===== src/rtl/handshake_gen_pkg.sv =====
// Shared types and constants for the handshake_gen AXI-Stream traffic source.
package handshake_gen_pkg;

  localparam int DATA_W = 64;
  localparam int CNT_W  = 32;

  typedef enum logic [1:0] {
    IDLE = 2'd0,
    SEND = 2'd1,
    GAP  = 2'd2,
    DONE = 2'd3
  } state_t;

  // Galois form of x^64+x^63+x^61+x^60+1, shifting towards bit 0
  localparam logic [63:0] LFSR_TAPS = 64'hD800_0000_0000_0000;
  localparam logic [63:0] LFSR_SEED = 64'h0000_0000_0000_0001;

  function automatic logic [63:0] lfsr_step(input logic [63:0] s);
    return s[0] ? ((s >> 1) ^ LFSR_TAPS) : (s >> 1);
  endfunction

endpackage


===== src/rtl/hs_pattern_gen.sv =====
// Payload generator: incrementing beat index or 64-bit Galois LFSR.
module hs_pattern_gen
  import handshake_gen_pkg::*;
(
  input  logic        clk,
  input  logic        reset_n,
  input  logic        load,
  input  logic        advance,
  input  logic        mode,
  output logic [63:0] data
);

  logic [63:0] index_reg;
  logic [63:0] lfsr_reg;
  logic        mode_reg;

  always_ff @(posedge clk or negedge reset_n) begin
    if (!reset_n) begin
      index_reg <= '0;
      lfsr_reg  <= LFSR_SEED;
      mode_reg  <= 1'b0;
    end else if (load) begin
      index_reg <= '0;
      lfsr_reg  <= LFSR_SEED;
      mode_reg  <= mode;
    end else if (advance) begin
      index_reg <= index_reg + 64'd1;
      lfsr_reg  <= lfsr_step(lfsr_reg);
    end
  end

  assign data = mode_reg ? lfsr_reg : index_reg;

endmodule


===== src/rtl/handshake_gen.sv =====
// AXI-Stream traffic source: sends a programmed number of beats with optional
// idle gaps, honours backpressure and keeps send-side statistics.
module handshake_gen #(
  parameter int DATA_W = handshake_gen_pkg::DATA_W,
  parameter int CNT_W  = handshake_gen_pkg::CNT_W
) (
  input  logic              clk,
  input  logic              reset_n,
  input  logic              start,
  input  logic [CNT_W-1:0]  pkt_limit,
  input  logic [7:0]        gap,
  input  logic              mode,
  output logic              m_axis_tvalid,
  input  logic              m_axis_tready,
  output logic [DATA_W-1:0] m_axis_tdata,
  output logic              m_axis_tlast,
  output logic              busy,
  output logic              done,
  output logic [CNT_W-1:0]  sent_cnt,
  output logic [CNT_W-1:0]  stall_cnt,
  output logic [CNT_W-1:0]  cycle_cnt
);

  import handshake_gen_pkg::*;

  state_t             state_reg, state_next;
  logic [CNT_W-1:0]   limit_reg;
  logic [7:0]         gap_reg;
  logic [7:0]         gap_cnt_reg;
  logic [CNT_W-1:0]   sent_cnt_reg;
  logic [CNT_W-1:0]   stall_cnt_reg;
  logic [CNT_W-1:0]   cycle_cnt_reg;
  logic [63:0]        pat_data;

  logic start_ok;
  logic hs;
  logic last_beat;

  // A start arriving alongside the final handshake sees SEND and is dropped
  assign start_ok  = start && ((state_reg == IDLE) || (state_reg == DONE));
  assign hs        = (state_reg == SEND) && m_axis_tready;
  assign last_beat = (sent_cnt_reg == (limit_reg - 1'b1));

  always_comb begin
    state_next = state_reg;
    case (state_reg)
      IDLE, DONE: begin
        if (start_ok) state_next = (pkt_limit == '0) ? DONE : SEND;
      end
      SEND: begin
        if (hs) begin
          if (last_beat)         state_next = DONE;
          else if (gap_reg != 0) state_next = GAP;
          else                   state_next = SEND;
        end
      end
      GAP: begin
        if (gap_cnt_reg == 8'd1) state_next = SEND;
      end
      default: state_next = IDLE;
    endcase
  end

  always_ff @(posedge clk or negedge reset_n) begin
    if (!reset_n) begin
      state_reg     <= IDLE;
      limit_reg     <= '0;
      gap_reg       <= '0;
      gap_cnt_reg   <= '0;
      sent_cnt_reg  <= '0;
      stall_cnt_reg <= '0;
      cycle_cnt_reg <= '0;
    end else begin
      state_reg <= state_next;
      if (start_ok) begin
        limit_reg     <= pkt_limit;
        gap_reg       <= gap;
        gap_cnt_reg   <= '0;
        sent_cnt_reg  <= '0;
        stall_cnt_reg <= '0;
        cycle_cnt_reg <= '0;
      end else begin
        if (hs && !last_beat)
          gap_cnt_reg <= gap_reg;
        else if (state_reg == GAP)
          gap_cnt_reg <= gap_cnt_reg - 8'd1;

        // Statistics saturate at all-ones rather than wrapping
        if (hs && (sent_cnt_reg != '1))
          sent_cnt_reg <= sent_cnt_reg + 1'b1;
        if ((state_reg == SEND) && !m_axis_tready && (stall_cnt_reg != '1))
          stall_cnt_reg <= stall_cnt_reg + 1'b1;
        if (((state_reg == SEND) || (state_reg == GAP)) && (cycle_cnt_reg != '1))
          cycle_cnt_reg <= cycle_cnt_reg + 1'b1;
      end
    end
  end

  hs_pattern_gen u_pattern (
    .clk     (clk),
    .reset_n (reset_n),
    .load    (start_ok),
    .advance (hs),
    .mode    (mode),
    .data    (pat_data)
  );

  assign m_axis_tvalid = (state_reg == SEND);
  assign m_axis_tlast  = m_axis_tvalid && last_beat;
  assign m_axis_tdata  = pat_data[DATA_W-1:0];
  assign busy          = (state_reg == SEND) || (state_reg == GAP);
  assign done          = (state_reg == DONE);
  assign sent_cnt      = sent_cnt_reg;
  assign stall_cnt     = stall_cnt_reg;
  assign cycle_cnt     = cycle_cnt_reg;

endmodule


===== config.mk =====
export PLATFORM = sky130hd
export DESIGN_NAME = handshake_gen
export DESIGN_NICKNAME = d
export VERILOG_FILES = /design/src/rtl/handshake_gen_pkg.sv /design/src/rtl/hs_pattern_gen.sv /design/src/rtl/handshake_gen.sv
export SDC_FILE = /design/constraint.sdc
export NUM_CORES = 1
export LEC_CHECK = 0
export ABC_AREA = 0
export CAP_MARGIN = 15
export CORE_UTILIZATION = 30
export CTS_CLUSTER_SIZE = 10
export DETAILED_ROUTE_END_ITERATION = 8
export PLACE_DENSITY = 0.48
export SETUP_SLACK_MARGIN = 0.1
export SYNTH_ARGS = -nofsm -noshare
export SYNTH_HDL_FRONTEND = slang
export SYNTH_SLANG_ARGS = --single-unit

===== constraint.sdc =====
create_clock -name clk -period 7.6 [get_ports clk]
set_input_delay 1.52 -clock clk [delete_from_list [all_inputs] [get_ports clk]]
set_output_delay 1.52 -clock clk [all_outputs]
set_load 0.005 [all_outputs]

==> metrics.md <==
| Metric | Value |
|---|---|
| Worst vdd ir | `0.1699 mV` |
| Worst Hold Class | `register to register` |
| Synth unique cells | `73` |
| Area delta synth->final | `25.56%` |
| FMAX | `0.1777 GHz` |
| Crit path max fanout | `7` |
| CP arrival | `between 4 and 5 ns` |
| Sequential share of the synthesized area | `46.83%` |
| Most frequent cells in the layout | `nand2_1, dfrtp_1, clkdlybuf4s50_1` |
| Number of DRC markers in iteration 0 | `just under 1000` |
| Slew Limit Fails | `0` |
| Nets | `roughly 1900` |
| Leak | `0.007786 µW` |
| EDFF count, synth | `0` |
| Vias per cell | `4.931` |
| Vias in the first global route | `11950` |
| Net Count, Synth | `1688` |
| Clock power frac | `roughly a third` |
| RSZ-0062 raised after global routing | `false` |
| Remaining Overflow, GRT | `0` |
| Crit end category | `primary output` |
| Clock Tree Buf Depth | `3` |
| Clk sinks | `275` |
| YS warnings | `0` |
| Final setup violation count | `0` |
| Antenna-violating nets left | `0` |
| Worst Setup Start Kind | `register` |
| Switch share | `36.08%` |
| GPL Wtd Cong | `~0.85` |
| Initial antenna violation count | `3` |
| Pint | `3112 µW` |
| Total GRT Usage | `17.24%` |
| Global-route wire length before repair | `68570 µm` |
| Worst skew pair latency | `0.54 ns` |
| Largest net degree at the start of global routing | `212` |
| Asr flop ratio synth | `100.0%` |
| Setup Skew | `0.02071 ns` |
| # hold bufs at CTS | `0` |
| Routed WL | `~42000 µm` |
| Post-Syn Area per Cell | `9.001 µm²` |
| Tcrit/Tclk final | `between 70% and 80%` |
| Root Buffer | `clkbuf_16` |
| Synth area leader | `dfrtp_1` |
| Main synth FF type | `dfrtp_1` |
| Sequential Power Share | `37.8%` |
| Setup WS post-layout | `about 2.0 ns` |
| Synth Register Bits | `275` |
| Max-Cap Viols | `0` |
| Remaining DRCs | `0` |
| Core ar. | `around 48000 µm²` |
| CTS tree | `built` |
| Post-Place Worst Slack | `2.563 ns` |
| Commonest non-fill, non-tap cell in the layout | `nand2_1` |
| Synthesized instance count | `1633` |
| Clock-pin slew on the worst setup and hold paths | `0.05 ns` |
| Final hold viol count | `0` |
| Initial core utilization | `30.59%` |
| Core Rows | `80` |
| Rel. slew slack | `13.11%` |
| Crit Path Class | `register to primary output` |
| Post-CTS setup buffers | `0` |
| H-tree depth | `2` |
| CTS resizes | `0` |
| Via Count | `between 10000 and 15000` |
| Clock period minus worst slack | `5.628 ns` |
| Post-DR wirelength/cell | `17.31 µm` |
| Share of the synthesized area in the top cell type | `a little under half` |
| Port Buffer Count | `208` |
| Slew @ Worst Pin | `1.303 ns` |
| Cell Pwr Density | `263.8 nW/µm²` |
| Top cells by area, synth | `dfrtp_1, nand2_1, xor2_1` |
| Status | `finished, final reports clean` |
| CTS buffer count | `37` |
| Cell area after synthesis | `around 15000 µm²` |
| Fill cells | `4852` |
| Worst Path Required | `approximately 6.1 ns` |
| Logic pwr share | `28.7%` |
| Die area | `~50000 µm²` |
| Psw | `1757 µW` |
| Setup TNS Final | `0 ns` |
| DP HPWL | `28360 µm` |
| Drt pass-1 iters | `5` |
| Die Ht | `223.3 µm` |
| I/O pin total | `209` |
| Die width | `between 200 and 250 µm` |
| Fin util | `38.41%` |
| Proportion of layout cells with a drive suffix above 1 | `8.324%` |
[cell families (layout without fill, tap and decap cells)]
group / after synthesis / after routing / synth area share (%)
muxes: 73 / 73 / 5.465
adders and majority gates: 10 / 10 / 0.8513
and+or+nand+nor: 818 / 818 / 26.56
buffers and inverters: 106 / 311 / 3.039
other: 0 / 1 / 0
xor gates and xnor gates: 175 / 175 / 10.43
DFF: 275 / 275 / 46.83
AOI/OAI and AO/OA: 176 / 176 / 6.828
[worst paths after layout]
path / start / end / slack (ns) / cells past startpoint
setup / recovery: limit_reg[0]$_DFFE_PN0P_ / m_axis_tlast / 1.97 / 10
hold / removal: gap_reg[1]$_DFFE_PN0P_ / gap_reg[1]$_DFFE_PN0P_ / 0.51 / 2
setup reg to reg: state_reg[0]$_DFFE_PN0P_ / cycle_cnt[5]$_DFFE_PN0P_ / 3.60 / 9
hold reg to reg: gap_reg[1]$_DFFE_PN0P_ / gap_reg[1]$_DFFE_PN0P_ / 0.51 / 2
max in group asynchronous: reset_n / u_pattern.lfsr_reg[42]$_DFFE_PN0P_ / 5.05 / 2
min in group asynchronous: reset_n / stall_cnt[14]$_DFFE_PN0P_ / 1.07 / 1
[critical path, stage by stage, from the launching register on]
cell and delay, ns:
dfrtp_1 0.41, inv_1 0.09, ha_1 0.22, nor4b_4 0.42, nand4_1 0.42, o31a_2 0.46
a211o_1 0.27, nor4_1 0.26, o2111a_2 0.31, and3_2 0.21, clkdlybuf4s50_1 0.50
[routing by layer]
layer	GRT usage, %	up-vias	routed length (µm)
li1	-	5928	-
met4	4.132	4	708
met5	0	-	34
met3	3.543	53	1804
met2	26.14	211	19140
met1	24.99	5904	20790
[power groups by stage]
| stage | registers, µW | clock network, µW | logic (µW) |
|---|---|---|---|
| after global routing | 1870 | 1750 | 1570 |
| after floorplan | 1790 | 0 | 1020 |
| after detailed placement | 1860 | 0 | 1420 |
| final | 1840 | 1630 | 1400 |
| after CTS | 1840 | 1690 | 1430 |
| after global placement | 1860 | 0 | 1420 |
[Yosys cell counts, types with 15 or more instances]
cell type and instances:
nand2_1 342, dfrtp_1 274, nor2_1 181, xor2_1 107
a21oi_1 89, xnor2_1 68, clkbuf_1 63, nand3_1 59
mux2_2 58, nand4_1 50, o21ai_0 48, and3_1 30
inv_1 27, and4_1 26, nor3_1 25, nor4_1 21
mux2i_1 15
[metrics by stage]
step / instance area, µm² / total power (µW) / hold WS [ns] / instances
after floorplan: 14700 / 2812 / 0.4627 / 1633
after global placement: 17340 / 3272 / 0.4898 / 2389
after detailed placement: 17340 / 3283 / 0.4895 / 2389
after CTS: 18450 / 4956 / 0.5119 / 2453
after global routing: 18450 / 5192 / 0.5410 / 2453
final: 18460 / 4869 / 0.5111 / 2454
[cell type report]
class | count | area (µm²) | area share (%)
clock inverters | 7 | 46.29 | 0.2508
multi-input cells | 1252 | 7382 | 40.00
inverters | 28 | 105.1 | 0.5695
flip-flops and latches | 275 | 6884 | 37.30
well taps | 615 | 769.5 | 4.169
diodes | 1 | 2.502 | 0.01356
clock buffers | 57 | 1071 | 5.803
repair buffers | 219 | 2195 | 11.89
No activity file was read; power rests on OpenSTA's default activity.
